--- src/rtl/mmio_uart_tx_pkg.sv ---
// Shared definitions for the memory-mapped UART transmitter:
// load-size encodings (same as data_mem), register offsets within the
// 16-byte window, STATUS bit positions, the serial engine state enum and
// the load-extension helper.
package mmio_uart_tx_pkg;

    // MemOp encodings for loads
    localparam logic [2:0] MEMOP_W  = 3'b000;  // word
    localparam logic [2:0] MEMOP_HS = 3'b001;  // half, sign-extended
    localparam logic [2:0] MEMOP_BS = 3'b010;  // byte, sign-extended
    localparam logic [2:0] MEMOP_HU = 3'b101;  // half, zero-extended
    localparam logic [2:0] MEMOP_BU = 3'b110;  // byte, zero-extended

    // Register index = addr[3:2]
    localparam logic [1:0] REG_TXDATA = 2'd0;
    localparam logic [1:0] REG_STATUS = 2'd1;
    localparam logic [1:0] REG_DIV    = 2'd2;
    localparam logic [1:0] REG_RSVD   = 2'd3;

    // STATUS bit positions
    localparam int STAT_BUSY    = 0;
    localparam int STAT_FULL    = 1;
    localparam int STAT_EMPTY   = 2;
    localparam int STAT_OVF     = 3;
    localparam int STAT_CNT_LSB = 8;

    typedef enum logic [1:0] {
        ST_IDLE  = 2'd0,
        ST_START = 2'd1,
        ST_DATA  = 2'd2,
        ST_STOP  = 2'd3
    } tx_state_t;

    // Narrow a register value to the load size and extend it, taking the
    // low bits of the register. Unknown encodings return the full word.
    function automatic logic [31:0] load_extend(input logic [2:0] op, input logic [31:0] v);
        logic [31:0] r;
        case (op)
            MEMOP_HS: r = {{16{v[15]}}, v[15:0]};
            MEMOP_BS: r = {{24{v[7]}}, v[7:0]};
            MEMOP_HU: r = {16'h0000, v[15:0]};
            MEMOP_BU: r = {24'h000000, v[7:0]};
            default:  r = v;
        endcase
        return r;
    endfunction

endpackage

--- src/rtl/mmio_uart_tx_fifo.sv ---
// Synchronous FIFO used as the UART TX byte queue.
// Ports:
//   i_clk, i_rst   clock, synchronous active-high reset (empties the FIFO)
//   i_push, i_data write request and data; ignored when full unless a pop
//                  happens on the same edge
//   i_pop          read request; ignored when empty
//   o_data         current head entry (valid when !o_empty)
//   o_full/o_empty status flags
//   o_count        occupancy, reports DEPTH when full
module sync_fifo #(
    parameter int WIDTH = 8,
    parameter int DEPTH = 8
) (
    input  logic                     i_clk,
    input  logic                     i_rst,
    input  logic                     i_push,
    input  logic                     i_pop,
    input  logic [WIDTH-1:0]         i_data,
    output logic [WIDTH-1:0]         o_data,
    output logic                     o_full,
    output logic                     o_empty,
    output logic [$clog2(DEPTH):0]   o_count
);
    localparam int AW = $clog2(DEPTH);
    localparam logic [AW:0] FULL_CNT = (AW+1)'(DEPTH);

    logic [WIDTH-1:0] r_mem [DEPTH];
    logic [AW-1:0]    r_wr_ptr;
    logic [AW-1:0]    r_rd_ptr;
    logic [AW:0]      r_count;
    logic             w_do_push;
    logic             w_do_pop;

    assign o_full    = (r_count == FULL_CNT);
    assign o_empty   = (r_count == '0);
    assign o_count   = r_count;
    assign o_data    = r_mem[r_rd_ptr];

    // A pop on the same edge frees the slot, so a push into a full FIFO
    // is accepted in that case.
    assign w_do_pop  = i_pop && !o_empty;
    assign w_do_push = i_push && (!o_full || w_do_pop);

    always_ff @(posedge i_clk) begin
        if (!i_rst && w_do_push) begin
            r_mem[r_wr_ptr] <= i_data;
        end
    end

    always_ff @(posedge i_clk) begin
        if (i_rst) begin
            r_wr_ptr <= '0;
            r_rd_ptr <= '0;
            r_count  <= '0;
        end else begin
            if (w_do_push) r_wr_ptr <= r_wr_ptr + 1'b1;
            if (w_do_pop)  r_rd_ptr <= r_rd_ptr + 1'b1;
            case ({w_do_push, w_do_pop})
                2'b10:   r_count <= r_count + 1'b1;
                2'b01:   r_count <= r_count - 1'b1;
                default: r_count <= r_count;
            endcase
        end
    end

endmodule

--- src/rtl/mmio_uart_tx.sv ---
// Memory-mapped 8N1 UART transmitter sitting on the CPU data-memory bus
// beside data_mem. Stores to TXDATA queue bytes; the serial engine drains
// the queue onto txd. The enclosing top muxes loads as
// sel ? this.dout : data_mem.dout and gates data_mem's write enable by !sel.
// Ports:
//   clk, rst  clock, synchronous active-high reset
//   addr      byte address; window BASE..BASE+15 decoded on addr[31:4]
//   din       store data
//   MemOp     load size/extension (ignored for stores)
//   MemWr     store strobe
//   dout      load data, 0 outside the window
//   sel       address is inside the window
//   txd       serial output, idle high
//   irq       high when the queue is empty and the engine is idle
// Registers (addr[3:2]): 0 TXDATA (W push, R 0), 1 STATUS, 2 DIV, 3 reserved.
module mmio_uart_tx
    import mmio_uart_tx_pkg::*;
#(
    parameter logic [31:0] BASE        = 32'h1000_0000,
    parameter int          DEPTH       = 8,
    parameter logic [15:0] DIV_DEFAULT = 16'd868
) (
    input  logic        clk,
    input  logic        rst,
    input  logic [31:0] addr,
    input  logic [31:0] din,
    input  logic [2:0]  MemOp,
    input  logic        MemWr,
    output logic [31:0] dout,
    output logic        sel,
    output logic        txd,
    output logic        irq
);
    localparam int CW = $clog2(DEPTH) + 1;

    // Bus decode
    logic        w_sel;
    logic [1:0]  w_reg;
    logic        w_wr;
    logic        w_push;
    logic        w_unused;

    assign w_sel    = (addr[31:4] == BASE[31:4]);
    assign w_reg    = addr[3:2];
    assign w_wr     = w_sel && MemWr;
    assign w_push   = w_wr && (w_reg == REG_TXDATA);
    assign w_unused = ^{addr[1:0], din[31:16]};

    // FIFO
    logic [7:0]    w_head;
    logic          w_full;
    logic          w_empty;
    logic [CW-1:0] w_count;
    logic          w_pop;

    sync_fifo #(.WIDTH(8), .DEPTH(DEPTH)) u_fifo (
        .i_clk   (clk),
        .i_rst   (rst),
        .i_push  (w_push),
        .i_pop   (w_pop),
        .i_data  (din[7:0]),
        .o_data  (w_head),
        .o_full  (w_full),
        .o_empty (w_empty),
        .o_count (w_count)
    );

    // Configuration / sticky status
    logic [15:0] r_div;
    logic        r_ovf;

    always_ff @(posedge clk) begin
        if (rst) begin
            r_div <= DIV_DEFAULT;
            r_ovf <= 1'b0;
        end else begin
            if (w_wr && (w_reg == REG_DIV)) begin
                // A zero divisor would never finish a bit; clamp to 1.
                r_div <= (din[15:0] == 16'd0) ? 16'd1 : din[15:0];
            end
            if (w_push && w_full && !w_pop) begin
                r_ovf <= 1'b1;
            end else if (w_wr && (w_reg == REG_STATUS) && din[STAT_OVF]) begin
                r_ovf <= 1'b0;
            end
        end
    end

    // Serial engine
    tx_state_t   r_state, w_state_nxt;
    logic [15:0] r_baud, w_baud_nxt;
    logic [2:0]  r_bit, w_bit_nxt;
    logic [7:0]  r_shift, w_shift_nxt;
    logic [15:0] r_div_lat, w_div_lat_nxt;
    logic        w_baud_end;
    logic        w_txd;

    assign w_baud_end = (r_baud == (r_div_lat - 16'd1));

    always_ff @(posedge clk) begin
        if (rst) begin
            r_state   <= ST_IDLE;
            r_baud    <= '0;
            r_bit     <= '0;
            r_shift   <= '0;
            r_div_lat <= DIV_DEFAULT;
        end else begin
            r_state   <= w_state_nxt;
            r_baud    <= w_baud_nxt;
            r_bit     <= w_bit_nxt;
            r_shift   <= w_shift_nxt;
            r_div_lat <= w_div_lat_nxt;
        end
    end

    always_comb begin
        w_state_nxt   = r_state;
        w_baud_nxt    = r_baud;
        w_bit_nxt     = r_bit;
        w_shift_nxt   = r_shift;
        w_div_lat_nxt = r_div_lat;
        w_pop         = 1'b0;
        w_txd         = 1'b1;
        case (r_state)
            ST_IDLE: begin
                if (!w_empty) begin
                    w_pop         = 1'b1;
                    w_shift_nxt   = w_head;
                    w_baud_nxt    = '0;
                    w_div_lat_nxt = r_div;
                    w_state_nxt   = ST_START;
                end
            end
            ST_START: begin
                w_txd = 1'b0;
                if (w_baud_end) begin
                    w_baud_nxt  = '0;
                    w_bit_nxt   = '0;
                    w_state_nxt = ST_DATA;
                end else begin
                    w_baud_nxt = r_baud + 16'd1;
                end
            end
            ST_DATA: begin
                w_txd = r_shift[0];
                if (w_baud_end) begin
                    w_baud_nxt  = '0;
                    w_shift_nxt = {1'b0, r_shift[7:1]};
                    if (r_bit == 3'd7) begin
                        w_state_nxt = ST_STOP;
                    end else begin
                        w_bit_nxt = r_bit + 3'd1;
                    end
                end else begin
                    w_baud_nxt = r_baud + 16'd1;
                end
            end
            ST_STOP: begin
                if (w_baud_end) begin
                    w_baud_nxt = '0;
                    // Chain straight into the next frame when data waits.
                    if (!w_empty) begin
                        w_pop         = 1'b1;
                        w_shift_nxt   = w_head;
                        w_div_lat_nxt = r_div;
                        w_state_nxt   = ST_START;
                    end else begin
                        w_state_nxt = ST_IDLE;
                    end
                end else begin
                    w_baud_nxt = r_baud + 16'd1;
                end
            end
            default: w_state_nxt = ST_IDLE;
        endcase
    end

    assign txd = w_txd;
    assign irq = w_empty && (r_state == ST_IDLE);
    assign sel = w_sel;

    // Load path
    logic [31:0] w_status;
    logic [31:0] w_reg_val;

    always_comb begin
        w_status              = 32'(w_count) << STAT_CNT_LSB;
        w_status[STAT_BUSY]   = (r_state != ST_IDLE);
        w_status[STAT_FULL]   = w_full;
        w_status[STAT_EMPTY]  = w_empty;
        w_status[STAT_OVF]    = r_ovf;
    end

    always_comb begin
        w_reg_val = '0;
        case (w_reg)
            REG_TXDATA: w_reg_val = '0;
            REG_STATUS: w_reg_val = w_status;
            REG_DIV:    w_reg_val = {16'h0000, r_div};
            REG_RSVD:   w_reg_val = '0;
            default:    w_reg_val = '0;
        endcase
    end

    assign dout = w_sel ? load_extend(MemOp, w_reg_val) : 32'h0;

endmodule

--- config.mk ---
export PLATFORM = sky130hd
export DESIGN_NAME = mmio_uart_tx
export DESIGN_NICKNAME = d
export VERILOG_FILES = /design/src/rtl/mmio_uart_tx_pkg.sv /design/src/rtl/mmio_uart_tx_fifo.sv /design/src/rtl/mmio_uart_tx.sv
export SDC_FILE = /design/constraint.sdc
export NUM_CORES = 1
export LEC_CHECK = 0
export CAP_MARGIN = 5
export CELL_PAD_IN_SITES_DETAIL_PLACEMENT = 1
export CELL_PAD_IN_SITES_GLOBAL_PLACEMENT = 1
export CORE_MARGIN = 2
export CORE_UTILIZATION = 30
export CTS_CLUSTER_DIAMETER = 30
export DETAILED_ROUTE_END_ITERATION = 8
export PLACE_DENSITY = 0.63
export REMOVE_ABC_BUFFERS = 1
export SLEW_MARGIN = 5
export SYNTH_ARGS = -nofsm -noshare
export SYNTH_HDL_FRONTEND = slang
export SYNTH_SLANG_ARGS = --single-unit
--- constraint.sdc ---
create_clock -name clk -period 7.4 [get_ports clk]
set_input_delay 2.22 -clock clk [delete_from_list [all_inputs] [get_ports clk]]
set_output_delay 2.22 -clock clk [all_outputs]
set_load 0.02 [all_outputs]
* After elaboration in Yosys (flattened, before gate mapping)
Memory sizes are Yosys's and may differ from the RTL's. A register that Yosys moved wholly into a read port is not among the register bits. Index checks and enable logic that the tools add are counted.
Cells by class: $add $sub $neg 7, multipliers 0, div/mod/pow operators 0, $lt $le $gt $ge 0, equality and inequality tests 22, shifts and indexed selects 0, mux-type cells 36, bitwise logic cells 0, reductions and logical operators 32
Operators with widths (number):
- $pmux 32 s4 | 1
- $pmux 32 s3 | 1
- $mux 16 | 5
- $pmux 16 s2 | 2
- $mux 32 | 1
- $eq 28x25->1 const B | 1
- $mux 8 | 3
- $pmux 8 s3 | 1
- $add 16x1->16 const B | 1
- $eq 16x16->1 | 1
- $logic_not 16->1 | 1
- $sub 16x1->16 const B | 1
- $mux 3 | 5
- $ne 2x2->1 const B | 6
- $logic_and 1x1->1 | 11
- $eq 2x2->1 const B | 5
- $mux 2 | 5
- $reduce_bool 2->1 | 5
- $add 3x1->3 const B | 3
- $eq 3x3->1 const B | 3
- $pmux 2 s4 | 1
- $pmux 4 s2 | 1
- $mux 1 | 7
- $eq 2x1->1 const B | 3
- 18 further kinds | 23
Word-level totals: bits in registers 72, latch bits 0, bits in writable memories 64, ROM bits 0, bits of input ports 70, memories 1
Memories:
- u_fifo.r_mem | depth 8, bits a word 8, rd ports 1, clocked after memory_dff 1, wr ports 1, line mmio_uart_tx_fifo.sv:27 | logic [WIDTH-1:0] r_mem [DEPTH];

* Longest topological paths before layout
depth in word-level cells 10, mapped depth 16, depth with buffers taken out 16

* Cells and area by module
From an unflattened synthesis, not the netlist that was laid out.
Second synthesis, totals: cell total of the unflattened synthesis 668, area total of the unflattened synthesis 7199.4 sq um
By module, submodules not included:
- mmio_uart_tx | times used 1, cells each 490, area each 3983.8 sq um
- sync_fifo | times used 1, cells each 178, area each 3215.6 sq um

* Worst setup path after synthesis
No wires, ideal clock.
kind input to output, from input addr[27], to output dout[17], arrival time 6.240 ns, data required time 5.180 ns, setup slack -1.060 ns, cell stages on the path 6, cells stage by stage nor4b_1 > nand4_1 > or2_2 > clkbuf_1 > a2111oi_0 > buf_4
Between the ends: word-level cells in the longest chain between the ends 2
Ends and longest elaborated chain:
- start, declared | line mmio_uart_tx.sv:25 | input logic [31:0] addr,
- $eq 28x25->1 | line mmio_uart_tx.sv:43 | assign w_sel = (addr[31:4] == BASE[31:4]);
- $mux 32 | line mmio_uart_tx.sv:205 | assign dout = w_sel ? load_extend(MemOp, w_reg_val) : 32'h0;
- end, declared | line mmio_uart_tx.sv:29 | output logic [31:0] dout,
No other way between the ends.

* Worst setup path after layout
from input addr[25], to output dout[25]
Same word-level chain as after synthesis.

==> results.sh <==
export IMPL_outcome="finished clean"
export IMPL_fmaxAchievable_mhz=145
export IMPL_finalWeightedCongestion=0.840
export IMPL_routed_via_density=5.16
export IMPL_cts_reportedPaths_clkPinSlew_ns=0.07
export IMPL_max_slew_violation_total_from_the_final_report=0
export IMPL_yosysSeqAreaShare_pct=49.8
export IMPL_die_outline_height_um=155
export IMPL_overall_die_width_um=155
export IMPL_worstPathCellList="clkdlybuf4s50_1 -> nor4_1 -> nand4_1 -> or2_2 -> a2111oi_2 -> buf_4 -> clkdlybuf4s50_1"
export IMPL_critical_path_startpoint_type="input port"
export IMPL_swShare_pct=26.0
export IMPL_critical_path_class="in2out"
export IMPL_detail_route_wl_per_cell_um=18.6
export IMPL_post_route_min_period_ns=6.92
export IMPL_antenna_found_initial=0
export IMPL_grt_first_pass_wirelength_um=29900
export IMPL_synthCells=641
export IMPL_floorplan_die_area_mm2=0.0241
export IMPL_count_of_antenna_violating_nets_left_after_detailed_routing=0
export IMPL_post_route_worst_setup_slack_ns=0.480
export IMPL_clk_insertion_delay_late_ns=0.43
export IMPL_design_final_nets=793
export IMPL_power_density_mw_per_mm2=209
export IMPL_postSynthRegisterBits=139
export IMPL_timing_clock_skew_ns=0.0121
export IMPL_synth_cell_type_count=72
export IMPL_clock_tree_from_tritoncts="yes"
export IMPL_drt_total_wl_um=18800
export IMPL_maximum_net_fanout_on_the_critical_path=17
export IMPL_fillerInstances=2504
export IMPL_multi_input_gate_area_in_the_final_layout_mm2=0.00307
export IMPL_timing_hold_worst_class="reg2reg"
export IMPL_start_util_pct=30.4
export IMPL_post_synth_instance_area_mm2=0.00687
export IMPL_antenna_cells=0
export IMPL_cts_hold_repair_buffers=0
export IMPL_worst_endpoint_required_ns=5.18
export IMPL_fp_coreArea_mm2=0.0226
export IMPL_timing_max_cap_violations=0
export IMPL_relative_slew_slack_pct=28.3
export IMPL_power_uw=1760
export IMPL_grt_start_max_net_pins=49
export IMPL_numPortBuffers=86
export IMPL_final_seq_area_mm2=0.00342
export IMPL_timing_final_setup_violations=0
export IMPL_globalRouteOverflowTotal=0
export IMPL_setup_total_negative_slack_ns=0
export IMPL_dp_slack_ns=0.446
export IMPL_static_leakage_power_uw=0.00297
export IMPL_detail_route_iter0_violations=268
export IMPL_unrepaired_setup_endpoints_after_global_routing="false"
export IMPL_crit_path_end_kind="output pin"
export IMPL_yosys_warnings=0
export IMPL_overall_via_count_from_detail_route=5196
export IMPL_ctsRootBufferMaster="clkbuf_16"
export IMPL_timing_critical_path_arrival_ns=4.70
export IMPL_drtPass1Iterations=4
export IMPL_final_period_utilization_pct=93.5
export IMPL_post_route_drc_count=0
export IMPL_seqPwrFrac_pct=45.9
export IMPL_worst_vdd_ir_v=0.000160
export IMPL_cts_resized=0
export IMPL_synthArstFlopShare_pct=0
export IMPL_timing_critical_path_mode_cell="clkdlybuf4s50_1"
export IMPL_timing_final_hold_violations=0
export IMPL_syn2layout_area_growth_pct=22.8
export IMPL_postCtsSetupRepairBufs=0
export IMPL_global_route_usage_total_pct=15.9
export IMPL_clock_tree_buffer_depth=2
export IMPL_cell_at_the_slowest_stage_of_the_critical_path="clkdlybuf4s50_1"
export IMPL_power_combinational_fraction_pct=7.2
export IMPL_max_stage_delay_ns=0.64
export IMPL_cts_sink_count=139
export IMPL_total_switching_power_uw=457
export IMPL_postSynth_topFlopCell="dfxtp_1"
export IMPL_timing_worst_slew_pin_value_ns=1.07
export IMPL_number_of_global_route_vias_before_repair=5664
export IMPL_p_int_uw=1300
export IMPL_placementRows=55
export IMPL_synth_edf_count=64
export IMPL_proportion_of_layout_cells_with_a_drive_suffix_above_1_pct=10.8
export IMPL_dp_hpwl_um=13600
export IMPL_postSynthAreaPerCell_um2=10.7
export IMPL_cts_made_buffers=17
export IMPL_io_pin_count=105
export IMPL_ctsHtreeMaxLevel=4
export IMPL_power_clock_fraction_pct=46.9
[through the flow]
step	utilization [%]	hold slack [ns]	instance area (um2)	std cells
2_1_floorplan	-	0.430	6570	595
3_3_place_gp	34.8	0.441	7860	975
3_5_place_dp	34.8	0.472	7860	975
4_1_cts	37.4	0.481	8430	1007
5_1_grt	37.4	0.494	8430	1007
6_report	37.4	0.478	8430	1007
[cells by family after synthesis]
family | share of synthesized area [%]
XOR/XNOR | 3.06
buffers and inverters | 5.63
AO/OA/AOI/OAI | 10.5
AND/OR/NAND/NOR | 17.0
adder cells (fa/ha/maj) | 2.55
multiplexers | 11.4
flip-flops | 49.8
[cells in the mapped netlist (10+ instances only)]
cell type / n / area, um2
dfxtp_1: 75 / 1500
nand2_1: 69 / 259
edfxtp_1: 64 / 1920
nor2_1: 52 / 195
mux2i_1: 39 / 390
a21oi_1: 37 / 185
nand3_1: 22 / 110
inv_1: 21 / 78.8
clkbuf_1: 20 / 75.1
buf_4: 17 / 128
nor4_1: 17 / 106
mux4_2: 16 / 360
o21ai_0: 15 / 75.1
ha_1: 14 / 175
xor2_1: 13 / 114
and3_1: 11 / 68.8
nor3_1: 11 / 55.1
xnor2_1: 11 / 96.3
a22oi_1: 10 / 75.1
[state kept, by name (all words and copies together), names as in the netlist, named ones only]
signal / cells
u_fifo.r_mem: 64
r_shift: 8
r_ovf: 1
r_state: 2
u_fifo.o_count: 4
r_div_lat: 16
u_fifo.r_rd_ptr: 3
r_bit: 3
r_div: 16
u_fifo.r_wr_ptr: 3
r_baud: 16
[power by group through the flow]
stage	clock network (uW)	logic [uW]	registers [uW]
2_1_floorplan	0	55.6	824
3_3_place_gp	0	123	824
3_5_place_dp	0	128	825
4_1_cts	842	128	808
5_1_grt	873	137	808
6_report	826	126	808
[worst paths after layout]
| path | cells past startpoint | startpoint | endpoint | slack (ns) |
|---|---|---|---|---|
| max | 7 | addr[25] | dout[25] | 0.48 |
| min | 2 | r_bit[1]$_SDFFE_PP0P_ | r_bit[1]$_SDFFE_PP0P_ | 0.48 |
| max reg2reg | 17 | r_div_lat[0]$_SDFFE_PP0P_ | u_fifo.o_count[2]$_SDFFE_PP0P_ | 2.64 |
| min reg2reg | 2 | r_bit[1]$_SDFFE_PP0P_ | r_bit[1]$_SDFFE_PP0P_ | 0.48 |
[layout by cell type (no fill, tap or decap), drive strengths merged, types with 13 or more instances in the layout]
cell type       n
nand2          69
dfxtp          75
mux4           16
clkdlybuf4s50  85
mux2i          39
nor4           18
xor2           13
ha             14
inv            31
a21oi          40
nor2           52
o21ai          18
edfxtp         64
clkbuf         17
nand3          22
[worst max-delay path, delay by kind of cell]
family / cells / cell delay (ns)
simple gates: 3 / 0.92
compound gates: 1 / 0.25
buf+inv: 3 / 1.30
[routing by layer]
metal	routed length, um	vias to the layer above	GRT usage (%)
met4	263	0	5.16
li1	-	2476	-
met1	8120	2613	19.2
met5	0	-	0
met3	585	17	2.90
met2	9790	90	28.7
[layout make-up]
type                       instances  share of cell area (%)
tap                              285                    4.23
sequential                       139                    40.6
clock inverter                    15                    1.74
timing repair buffer              95                    10.9
multi-input combinational        433                    36.4
clock buffer                      17                    5.04
inverter                          23                    1.02
(Power assumes the default switching activity.)
